--- src/rtl/mem_arbiter_ctrl_if.sv ---
`default_nettype none
// ============================================================================
//  Module      : mem_arbiter_ctrl_if
//  Description : Byte-serial RAM port, fetch request port and load/store port
//                bundled for the memory arbiter.
//  Revision    : 1.0 - initial release
// ============================================================================
interface mem_arbiter_ctrl_if;
  logic [7:0]  mem_din;
  logic [7:0]  mem_dout;
  logic [31:0] mem_a;
  logic        mem_wr;
  logic        io_buffer_full;
  logic        if_req;
  logic [31:0] if_addr;
  logic        if_accept;
  logic        if_ready;
  logic [31:0] if_data;
  logic        ls_req;
  logic        ls_we;
  logic [2:0]  ls_op;
  logic [31:0] ls_addr;
  logic [31:0] ls_wdata;
  logic        ls_accept;
  logic        ls_ready;
  logic        ls_is_load;
  logic [31:0] ls_rdata;

  modport slave (
    input  mem_din, io_buffer_full, if_req, if_addr,
           ls_req, ls_we, ls_op, ls_addr, ls_wdata,
    output mem_dout, mem_a, mem_wr, if_accept, if_ready, if_data,
           ls_accept, ls_ready, ls_is_load, ls_rdata
  );

  modport master (
    output mem_din, io_buffer_full, if_req, if_addr,
           ls_req, ls_we, ls_op, ls_addr, ls_wdata,
    input  mem_dout, mem_a, mem_wr, if_accept, if_ready, if_data,
           ls_accept, ls_ready, ls_is_load, ls_rdata
  );
endinterface
`default_nettype wire

--- src/rtl/mem_arbiter_ctrl.sv ---
`default_nettype none
// ============================================================================
//  Module      : mem_arbiter_ctrl
//  Description : Arbitrates fetch and load/store access to a byte-serial RAM,
//                sequencing 1/2/4-byte transfers. Define MEM_ARB_RR_EN for
//                round-robin arbitration instead of fixed LSB priority.
//  Revision    : 1.0 - initial release
// ============================================================================
module mem_arbiter_ctrl #(
  parameter logic [31:0] IO_BASE = 32'h0003_0000
) (
  input  logic              clk_in,
  input  logic              rst_n_in,
  input  logic              rdy_in,
  input  logic              rob_clear_up,
  mem_arbiter_ctrl_if.slave bus
);

  typedef enum logic [1:0] {
    ST_IDLE    = 2'd0,
    ST_IO_WAIT = 2'd1,
    ST_READ    = 2'd2,
    ST_WRITE   = 2'd3
  } state_t;

  state_t      r_state, w_state_nxt;
  logic [2:0]  r_cnt, w_cnt_nxt, r_len, w_len_nxt, r_op, w_op_nxt;
  logic [31:0] r_addr, w_addr_nxt, r_wdata, w_wdata_nxt, r_buf, w_buf_nxt;
  logic        r_is_ls, w_is_ls_nxt;
  logic [31:0] r_mem_a, w_mem_a_nxt, r_if_data, w_if_data_nxt, r_ls_rdata, w_ls_rdata_nxt;
  logic [7:0]  r_mem_dout, w_mem_dout_nxt;
  logic        r_if_accept, w_if_accept_nxt, r_ls_accept, w_ls_accept_nxt;
  logic        r_if_ready, w_if_ready_nxt, r_ls_ready, w_ls_ready_nxt;
  logic        r_ls_is_load, w_ls_is_load_nxt;

  logic        w_grant_ls, w_grant_any;
  logic [2:0]  w_ls_len, w_cnt_inc;
  logic [31:0] w_req_addr, w_addr_next, w_full, w_ext;
  logic [7:0]  w_wbyte_next;

  assign w_grant_any = bus.if_req | bus.ls_req;

`ifdef MEM_ARB_RR_EN
  logic r_last_grant;

  always_ff @(posedge clk_in or negedge rst_n_in) begin
    if (!rst_n_in)
      r_last_grant <= 1'b0;
    else if (rdy_in && (r_state == ST_IDLE) && !rob_clear_up && w_grant_any)
      r_last_grant <= w_grant_ls;
  end

  assign w_grant_ls = bus.ls_req & (~bus.if_req | ~r_last_grant);
`else
  assign w_grant_ls = bus.ls_req;
`endif

  assign w_req_addr  = w_grant_ls ? bus.ls_addr : bus.if_addr;
  assign w_cnt_inc   = r_cnt + 3'd1;
  assign w_addr_next = r_addr + {29'd0, w_cnt_inc};

  always_comb begin
    w_ls_len = 3'd4;
    case (bus.ls_op[1:0])
      2'd0:    w_ls_len = 3'd1;
      2'd1:    w_ls_len = 3'd2;
      default: w_ls_len = 3'd4;
    endcase
  end

  always_comb begin
    w_wbyte_next = r_wdata[7:0];
    case (w_cnt_inc)
      3'd1:    w_wbyte_next = r_wdata[15:8];
      3'd2:    w_wbyte_next = r_wdata[23:16];
      3'd3:    w_wbyte_next = r_wdata[31:24];
      default: w_wbyte_next = r_wdata[7:0];
    endcase
  end

  // mem_din carries the byte addressed in the previous cycle, i.e. byte r_cnt-1
  always_comb begin
    w_full = r_buf;
    case (r_cnt)
      3'd1:    w_full[7:0]   = bus.mem_din;
      3'd2:    w_full[15:8]  = bus.mem_din;
      3'd3:    w_full[23:16] = bus.mem_din;
      3'd4:    w_full[31:24] = bus.mem_din;
      default: w_full        = r_buf;
    endcase
  end

  always_comb begin
    w_ext = w_full;
    case (r_op)
      3'd0:    w_ext = {{24{w_full[7]}},  w_full[7:0]};
      3'd1:    w_ext = {{16{w_full[15]}}, w_full[15:0]};
      3'd4:    w_ext = {24'd0, w_full[7:0]};
      3'd5:    w_ext = {16'd0, w_full[15:0]};
      default: w_ext = w_full;
    endcase
  end

  always_comb begin
    w_state_nxt      = r_state;
    w_cnt_nxt        = r_cnt;
    w_len_nxt        = r_len;
    w_op_nxt         = r_op;
    w_addr_nxt       = r_addr;
    w_wdata_nxt      = r_wdata;
    w_buf_nxt        = r_buf;
    w_is_ls_nxt      = r_is_ls;
    w_mem_a_nxt      = r_mem_a;
    w_mem_dout_nxt   = r_mem_dout;
    w_if_data_nxt    = r_if_data;
    w_ls_rdata_nxt   = r_ls_rdata;
    w_if_accept_nxt  = 1'b0;
    w_ls_accept_nxt  = 1'b0;
    w_if_ready_nxt   = 1'b0;
    w_ls_ready_nxt   = 1'b0;
    w_ls_is_load_nxt = 1'b0;

    case (r_state)
      ST_IDLE: begin
        if (!rob_clear_up && w_grant_any) begin
          w_cnt_nxt   = 3'd0;
          w_buf_nxt   = 32'd0;
          w_addr_nxt  = w_req_addr;
          w_mem_a_nxt = w_req_addr;
          w_is_ls_nxt = w_grant_ls;
          if (w_grant_ls) begin
            w_ls_accept_nxt = 1'b1;
            w_len_nxt       = w_ls_len;
            w_op_nxt        = bus.ls_op;
            w_wdata_nxt     = bus.ls_wdata;
            if (bus.ls_we) begin
              w_mem_dout_nxt = bus.ls_wdata[7:0];
              w_state_nxt    = ((bus.ls_addr >= IO_BASE) && bus.io_buffer_full)
                               ? ST_IO_WAIT : ST_WRITE;
            end else begin
              w_state_nxt = ST_READ;
            end
          end else begin
            w_if_accept_nxt = 1'b1;
            w_len_nxt       = 3'd4;
            w_op_nxt        = 3'd2;
            w_state_nxt     = ST_READ;
          end
        end
      end

      // Address and first byte were loaded at grant time
      ST_IO_WAIT: begin
        if (!bus.io_buffer_full)
          w_state_nxt = ST_WRITE;
      end

      ST_READ: begin
        if (rob_clear_up) begin
          w_state_nxt = ST_IDLE;
        end else if (r_cnt == r_len) begin
          w_state_nxt = ST_IDLE;
          if (r_is_ls) begin
            w_ls_ready_nxt   = 1'b1;
            w_ls_is_load_nxt = 1'b1;
            w_ls_rdata_nxt   = w_ext;
          end else begin
            w_if_ready_nxt = 1'b1;
            w_if_data_nxt  = w_full;
          end
        end else begin
          w_cnt_nxt = w_cnt_inc;
          if (r_cnt != 3'd0)
            w_buf_nxt = w_full;
          if (w_cnt_inc != r_len)
            w_mem_a_nxt = w_addr_next;
        end
      end

      // Stores are committed, so a flush does not interrupt them
      ST_WRITE: begin
        if (w_cnt_inc == r_len) begin
          w_state_nxt    = ST_IDLE;
          w_ls_ready_nxt = 1'b1;
          w_ls_rdata_nxt = 32'd0;
        end else begin
          w_cnt_nxt      = w_cnt_inc;
          w_mem_a_nxt    = w_addr_next;
          w_mem_dout_nxt = w_wbyte_next;
        end
      end

      default: w_state_nxt = ST_IDLE;
    endcase
  end

  always_ff @(posedge clk_in or negedge rst_n_in) begin
    if (!rst_n_in) begin
      r_state      <= ST_IDLE;
      r_cnt        <= 3'd0;
      r_len        <= 3'd0;
      r_op         <= 3'd0;
      r_addr       <= 32'd0;
      r_wdata      <= 32'd0;
      r_buf        <= 32'd0;
      r_is_ls      <= 1'b0;
      r_mem_a      <= 32'd0;
      r_mem_dout   <= 8'd0;
      r_if_data    <= 32'd0;
      r_ls_rdata   <= 32'd0;
      r_if_accept  <= 1'b0;
      r_ls_accept  <= 1'b0;
      r_if_ready   <= 1'b0;
      r_ls_ready   <= 1'b0;
      r_ls_is_load <= 1'b0;
    end else if (rdy_in) begin
      r_state      <= w_state_nxt;
      r_cnt        <= w_cnt_nxt;
      r_len        <= w_len_nxt;
      r_op         <= w_op_nxt;
      r_addr       <= w_addr_nxt;
      r_wdata      <= w_wdata_nxt;
      r_buf        <= w_buf_nxt;
      r_is_ls      <= w_is_ls_nxt;
      r_mem_a      <= w_mem_a_nxt;
      r_mem_dout   <= w_mem_dout_nxt;
      r_if_data    <= w_if_data_nxt;
      r_ls_rdata   <= w_ls_rdata_nxt;
      r_if_accept  <= w_if_accept_nxt;
      r_ls_accept  <= w_ls_accept_nxt;
      r_if_ready   <= w_if_ready_nxt;
      r_ls_ready   <= w_ls_ready_nxt;
      r_ls_is_load <= w_ls_is_load_nxt;
    end
  end

  assign bus.mem_wr     = (r_state == ST_WRITE) & rdy_in;
  assign bus.mem_a      = r_mem_a;
  assign bus.mem_dout   = r_mem_dout;
  assign bus.if_accept  = r_if_accept;
  assign bus.if_ready   = r_if_ready;
  assign bus.if_data    = r_if_data;
  assign bus.ls_accept  = r_ls_accept;
  assign bus.ls_ready   = r_ls_ready;
  assign bus.ls_is_load = r_ls_is_load;
  assign bus.ls_rdata   = r_ls_rdata;

endmodule
`default_nettype wire

--- src/flat_wrapper.sv ---
// flat-port wrapper written by rule: the top's interface ports become plain ports
module mem_arbiter_ctrl_flat 
#(
  parameter logic [31:0] IO_BASE = 32'h0003_0000
)
  (clk_in, rst_n_in, rdy_in, rob_clear_up, bus_mem_din, bus_io_buffer_full, bus_if_req, bus_if_addr, bus_ls_req, bus_ls_we, bus_ls_op, bus_ls_addr, bus_ls_wdata, bus_mem_dout, bus_mem_a, bus_mem_wr, bus_if_accept, bus_if_ready, bus_if_data, bus_ls_accept, bus_ls_ready, bus_ls_is_load, bus_ls_rdata);
  mem_arbiter_ctrl_if bus_i ();
  input  logic clk_in;
  input  logic rst_n_in;
  input  logic rdy_in;
  input  logic rob_clear_up;
  input wire logic [$bits(bus_i.mem_din)-1:0] bus_mem_din;
  input wire logic [$bits(bus_i.io_buffer_full)-1:0] bus_io_buffer_full;
  input wire logic [$bits(bus_i.if_req)-1:0] bus_if_req;
  input wire logic [$bits(bus_i.if_addr)-1:0] bus_if_addr;
  input wire logic [$bits(bus_i.ls_req)-1:0] bus_ls_req;
  input wire logic [$bits(bus_i.ls_we)-1:0] bus_ls_we;
  input wire logic [$bits(bus_i.ls_op)-1:0] bus_ls_op;
  input wire logic [$bits(bus_i.ls_addr)-1:0] bus_ls_addr;
  input wire logic [$bits(bus_i.ls_wdata)-1:0] bus_ls_wdata;
  output wire logic [$bits(bus_i.mem_dout)-1:0] bus_mem_dout;
  output wire logic [$bits(bus_i.mem_a)-1:0] bus_mem_a;
  output wire logic [$bits(bus_i.mem_wr)-1:0] bus_mem_wr;
  output wire logic [$bits(bus_i.if_accept)-1:0] bus_if_accept;
  output wire logic [$bits(bus_i.if_ready)-1:0] bus_if_ready;
  output wire logic [$bits(bus_i.if_data)-1:0] bus_if_data;
  output wire logic [$bits(bus_i.ls_accept)-1:0] bus_ls_accept;
  output wire logic [$bits(bus_i.ls_ready)-1:0] bus_ls_ready;
  output wire logic [$bits(bus_i.ls_is_load)-1:0] bus_ls_is_load;
  output wire logic [$bits(bus_i.ls_rdata)-1:0] bus_ls_rdata;
  assign bus_i.mem_din = bus_mem_din;
  assign bus_i.io_buffer_full = bus_io_buffer_full;
  assign bus_i.if_req = bus_if_req;
  assign bus_i.if_addr = bus_if_addr;
  assign bus_i.ls_req = bus_ls_req;
  assign bus_i.ls_we = bus_ls_we;
  assign bus_i.ls_op = bus_ls_op;
  assign bus_i.ls_addr = bus_ls_addr;
  assign bus_i.ls_wdata = bus_ls_wdata;
  assign bus_mem_dout = bus_i.mem_dout;
  assign bus_mem_a = bus_i.mem_a;
  assign bus_mem_wr = bus_i.mem_wr;
  assign bus_if_accept = bus_i.if_accept;
  assign bus_if_ready = bus_i.if_ready;
  assign bus_if_data = bus_i.if_data;
  assign bus_ls_accept = bus_i.ls_accept;
  assign bus_ls_ready = bus_i.ls_ready;
  assign bus_ls_is_load = bus_i.ls_is_load;
  assign bus_ls_rdata = bus_i.ls_rdata;
  mem_arbiter_ctrl #(.IO_BASE(IO_BASE)) u_core (.clk_in(clk_in), .rst_n_in(rst_n_in), .rdy_in(rdy_in), .rob_clear_up(rob_clear_up), .bus(bus_i));
endmodule
--- config.mk ---
export PLATFORM = sky130hd
export DESIGN_NAME = mem_arbiter_ctrl_flat
export DESIGN_NICKNAME = d
export VERILOG_FILES = /design/src/rtl/mem_arbiter_ctrl_if.sv /design/src/rtl/mem_arbiter_ctrl.sv /design/src/flat_wrapper.sv
export SDC_FILE = /design/constraint.sdc
export NUM_CORES = 1
export LEC_CHECK = 0
export ABC_AREA = 1
export BUFFER_PORTS_ARGS = -buffer_cell sky130_fd_sc_hd__buf_4
export CAP_MARGIN = 25
export CELL_PAD_IN_SITES_DETAIL_PLACEMENT = 2
export CELL_PAD_IN_SITES_GLOBAL_PLACEMENT = 2
export CORE_MARGIN = 4
export CORE_UTILIZATION = 33
export DETAILED_ROUTE_END_ITERATION = 16
export PLACE_DENSITY_LB_ADDON = 0.15
export SLEW_MARGIN = 20
export SYNTH_ARGS = -nofsm -noshare
export SYNTH_HDL_FRONTEND = slang
export SYNTH_SLANG_ARGS = --single-unit
--- constraint.sdc ---
create_clock -name clk_in -period 4.4 [get_ports clk_in]
set_input_delay 0.66 -clock clk_in [delete_from_list [all_inputs] [get_ports clk_in]]
set_output_delay 0.66 -clock clk_in [all_outputs]
set_load 0.02 [all_outputs]
==> flow_metrics.tcl <==
set metrics [dict create \
    final_common_cell "nand2_1" \
    ys_top_cells_by_area "dfrtp_1 48%, nand2_1 25%, nand3_1 5.4%" \
    fin_crit_sh 0.802 \
    clock_sinks 216 \
    nets 1881 \
    clockBufferDepth 3 \
    die_y_um 192 \
    seqPwrFrac 0.346 \
    final_hold_viol_count 0 \
    first_iter_violations 496 \
    slew_violations 0 \
    cp_max_fo 33 \
    min_path_type "primary input to asynchronous set/reset pin" \
    vias_per_cell 4.95 \
    ir_drop_mv 0.308 \
    swShare 0.438 \
    syn_to_final_growth_pct 25.9 \
    intPower_w 0.00541 \
    grt_overflow_total 0 \
    grt_use_total 0.230 \
    reg2reg_from "u_core.r_cnt[0]" \
    firstDrtPassIters 4 \
    finalSetupViolations 0 \
    fin_cells 2221 \
    cp-start-kind "register" \
    crit_type "register to register" \
    arrival_ns 3.95 \
    final_cell_mix "755 x nand2_1, 233 x buf_4, 216 x dfrtp_1" \
    diodes 0 \
    yosys_warnings 0 \
    drv_cap 0 \
    grt_pass1_vias 12290 \
    avgSynthCellArea_um2 7.17 \
    via_count 10994 \
    cts_tree "done" \
    worst_slew_pin_slew_ns 0.970 \
    p_leak_nw 7.56 \
    place_inst 2176 \
    holdWs_ns 0.179 \
    pwr-share-comb 0.429 \
    syn_area_um2 11200 \
    slew_headroom 0.354 \
    ctsResizeCount 0 \
    fin_skew_ns 0.0135 \
    finalCriticalPeriod_ns 3.53 \
    async_flop_share 1.00 \
    drive_gt1_frac 0.171 \
    yosys_most_used_dff "dfrtp_1" \
    coreArea_um2 33400 \
    drc_errors 0 \
    post_cts_buffers 0 \
    synthCells 1555 \
    gp_congestion 0.845 \
    filler_cell_count 3951 \
    routed_wl_um 42000 \
    insertion_delay_ns 0.54 \
    outcome "finished, final reports clean" \
    switchingPower_w 0.00421 \
    clkPwrFrac 0.225 \
    die_area_um2 36800 \
    finalSetupTns_ns 0 \
    synth_enable_flop_cells 0 \
    cts-root-buf "clkbuf_16" \
    grt_pass1_wl_um 68100 \
    p_per_area_nw_per_um2 685 \
    required_ns 4.82 \
    postCtsHoldBufs 0 \
    total_power_w 0.00962 \
    yosysTopAreaCell "dfrtp_1" \
    hpwl_um 30600 \
    io_pins 225 \
    endpoint_kind "register" \
    ys_seq_elements 216 \
    fmax_mhz 283 \
    cts_buffers 26 \
    synth_cell_type_count 36 \
    synth_fp_nets 1680 \
    setup.worst_path.start "u_core.r_cnt[0]" \
    path_clk_slew_ns 0.06 \
    wl_per_cell_um 18.9 \
    final_util 0.420 \
    ys_seq_area_frac 0.485 \
    initial_core_util 0.333 \
    io_buffers 224 \
    grt_max_degree 114 \
    antenna_found_initial 1 \
    die_x_um 192 \
    antenna_left 0 \
    cts_max_level 1 \
    rsz0062_at_grt "false" \
    yosysTopAreaCellShare 0.485 \
    rows 67 \
]
-- stage by stage --
stage / worst slack (ns) / cell area [um^2]
2_1_floorplan: 2.10 / 11200
3_3_place_gp: 1.06 / 13200
3_5_place_dp: 0.857 / 13200
4_1_cts: 0.806 / 14000
5_1_grt: 0.560 / 14000
6_report: 0.871 / 14000
-- cell families (layout without fill, tap and decap cells) --
logic type / Yosys count / count (layout) / share of synthesized area
flip-flops: 216 / 216 / 0.485
AO/OA/AOI/OAI: 162 / 162 / 0.0793
AND/OR/NAND/NOR: 979 / 979 / 0.352
multiplexers: 3 / 3 / 0.00269
adder cells (fa/ha/maj): 10 / 10 / 0.0119
XOR/XNOR: 1 / 1 / 0.00146
buffers and inverters: 184 / 402 / 0.0681
-- critical path, stage by stage, from the launching register on --
cell and delay (ns):
dfrtp_1 0.46, ha_1 0.23, ha_1 0.49, inv_1 0.20, nand2_1 0.07, nand2_1 0.07
nor2_1 0.07, nand3_1 0.15, nand2_4 0.12, nor2_4 0.73, inv_2 0.53, nand2_1 0.18
nand2_1 0.07
-- final timing paths --
kind                       slack (ns)  cells after the start                     end
hold reg to reg                  0.47                      2        u_core.r_buf[23]
setup reg to reg                 0.87                     12    u_core.bus.mem_a[10]
hold / removal                   0.18                      1  u_core.bus.ls_rdata[4]
max in group asynchronous        3.11                      2    u_core.bus.mem_a[18]
min in group clk_in              0.32                      3      u_core.r_wdata[19]
setup / recovery                 0.87                     12    u_core.bus.mem_a[10]
-- area by class of cell --
class                   count  area [um^2]  area share
repair buffers            235         1780       0.127
well taps                 448          561      0.0399
clock inverters             8          126     0.00900
inverters                 122          458      0.0326
flip-flops and latches    216         5410       0.385
clock buffers              37          712      0.0507
multi-input cells        1155         4990       0.356
-- registers in the layout, indices dropped and copies added (netlist names), 8 cells and up --
signal	cells
u_core.bus.mem_dout	8
u_core.bus.ls_rdata	32
u_core.bus.mem_a	32
u_core.r_wdata	32
u_core.r_buf	32
u_core.r_addr	32
u_core.bus.if_data	32
-- routing by layer --
metal,track usage,up-vias,routed length [um]
li1,-,5266,-
met1,0.315,5491,19200
met2,0.396,195,20300
met3,0.0305,42,1800
met4,0.0390,0,647
met5,0,-,0
-- synthesized netlist by cell type (all sizes together), types with 3 or more instances --
| cell type | instances |
|---|---|
| inv | 121 |
| ha | 9 |
| nor2 | 84 |
| buf | 45 |
| o21ai | 121 |
| nand3 | 124 |
| o21a | 16 |
| mux2i | 3 |
| dfrtp | 216 |
| clkbuf | 17 |
| nand4 | 7 |
| a21oi | 17 |
| nand2 | 758 |
-- power groups by stage --
stage | clock network, W | registers (W) | logic (W)
after floorplan | 0 | 0.00357 | 0.00223
after global placement | 0 | 0.00331 | 0.00396
after detailed placement | 0 | 0.00334 | 0.00415
after CTS | 0.00222 | 0.00333 | 0.00420
after global routing | 0.00231 | 0.00344 | 0.00467
final | 0.00216 | 0.00333 | 0.00412
Note: power is estimated with default switching activity, not from simulation.
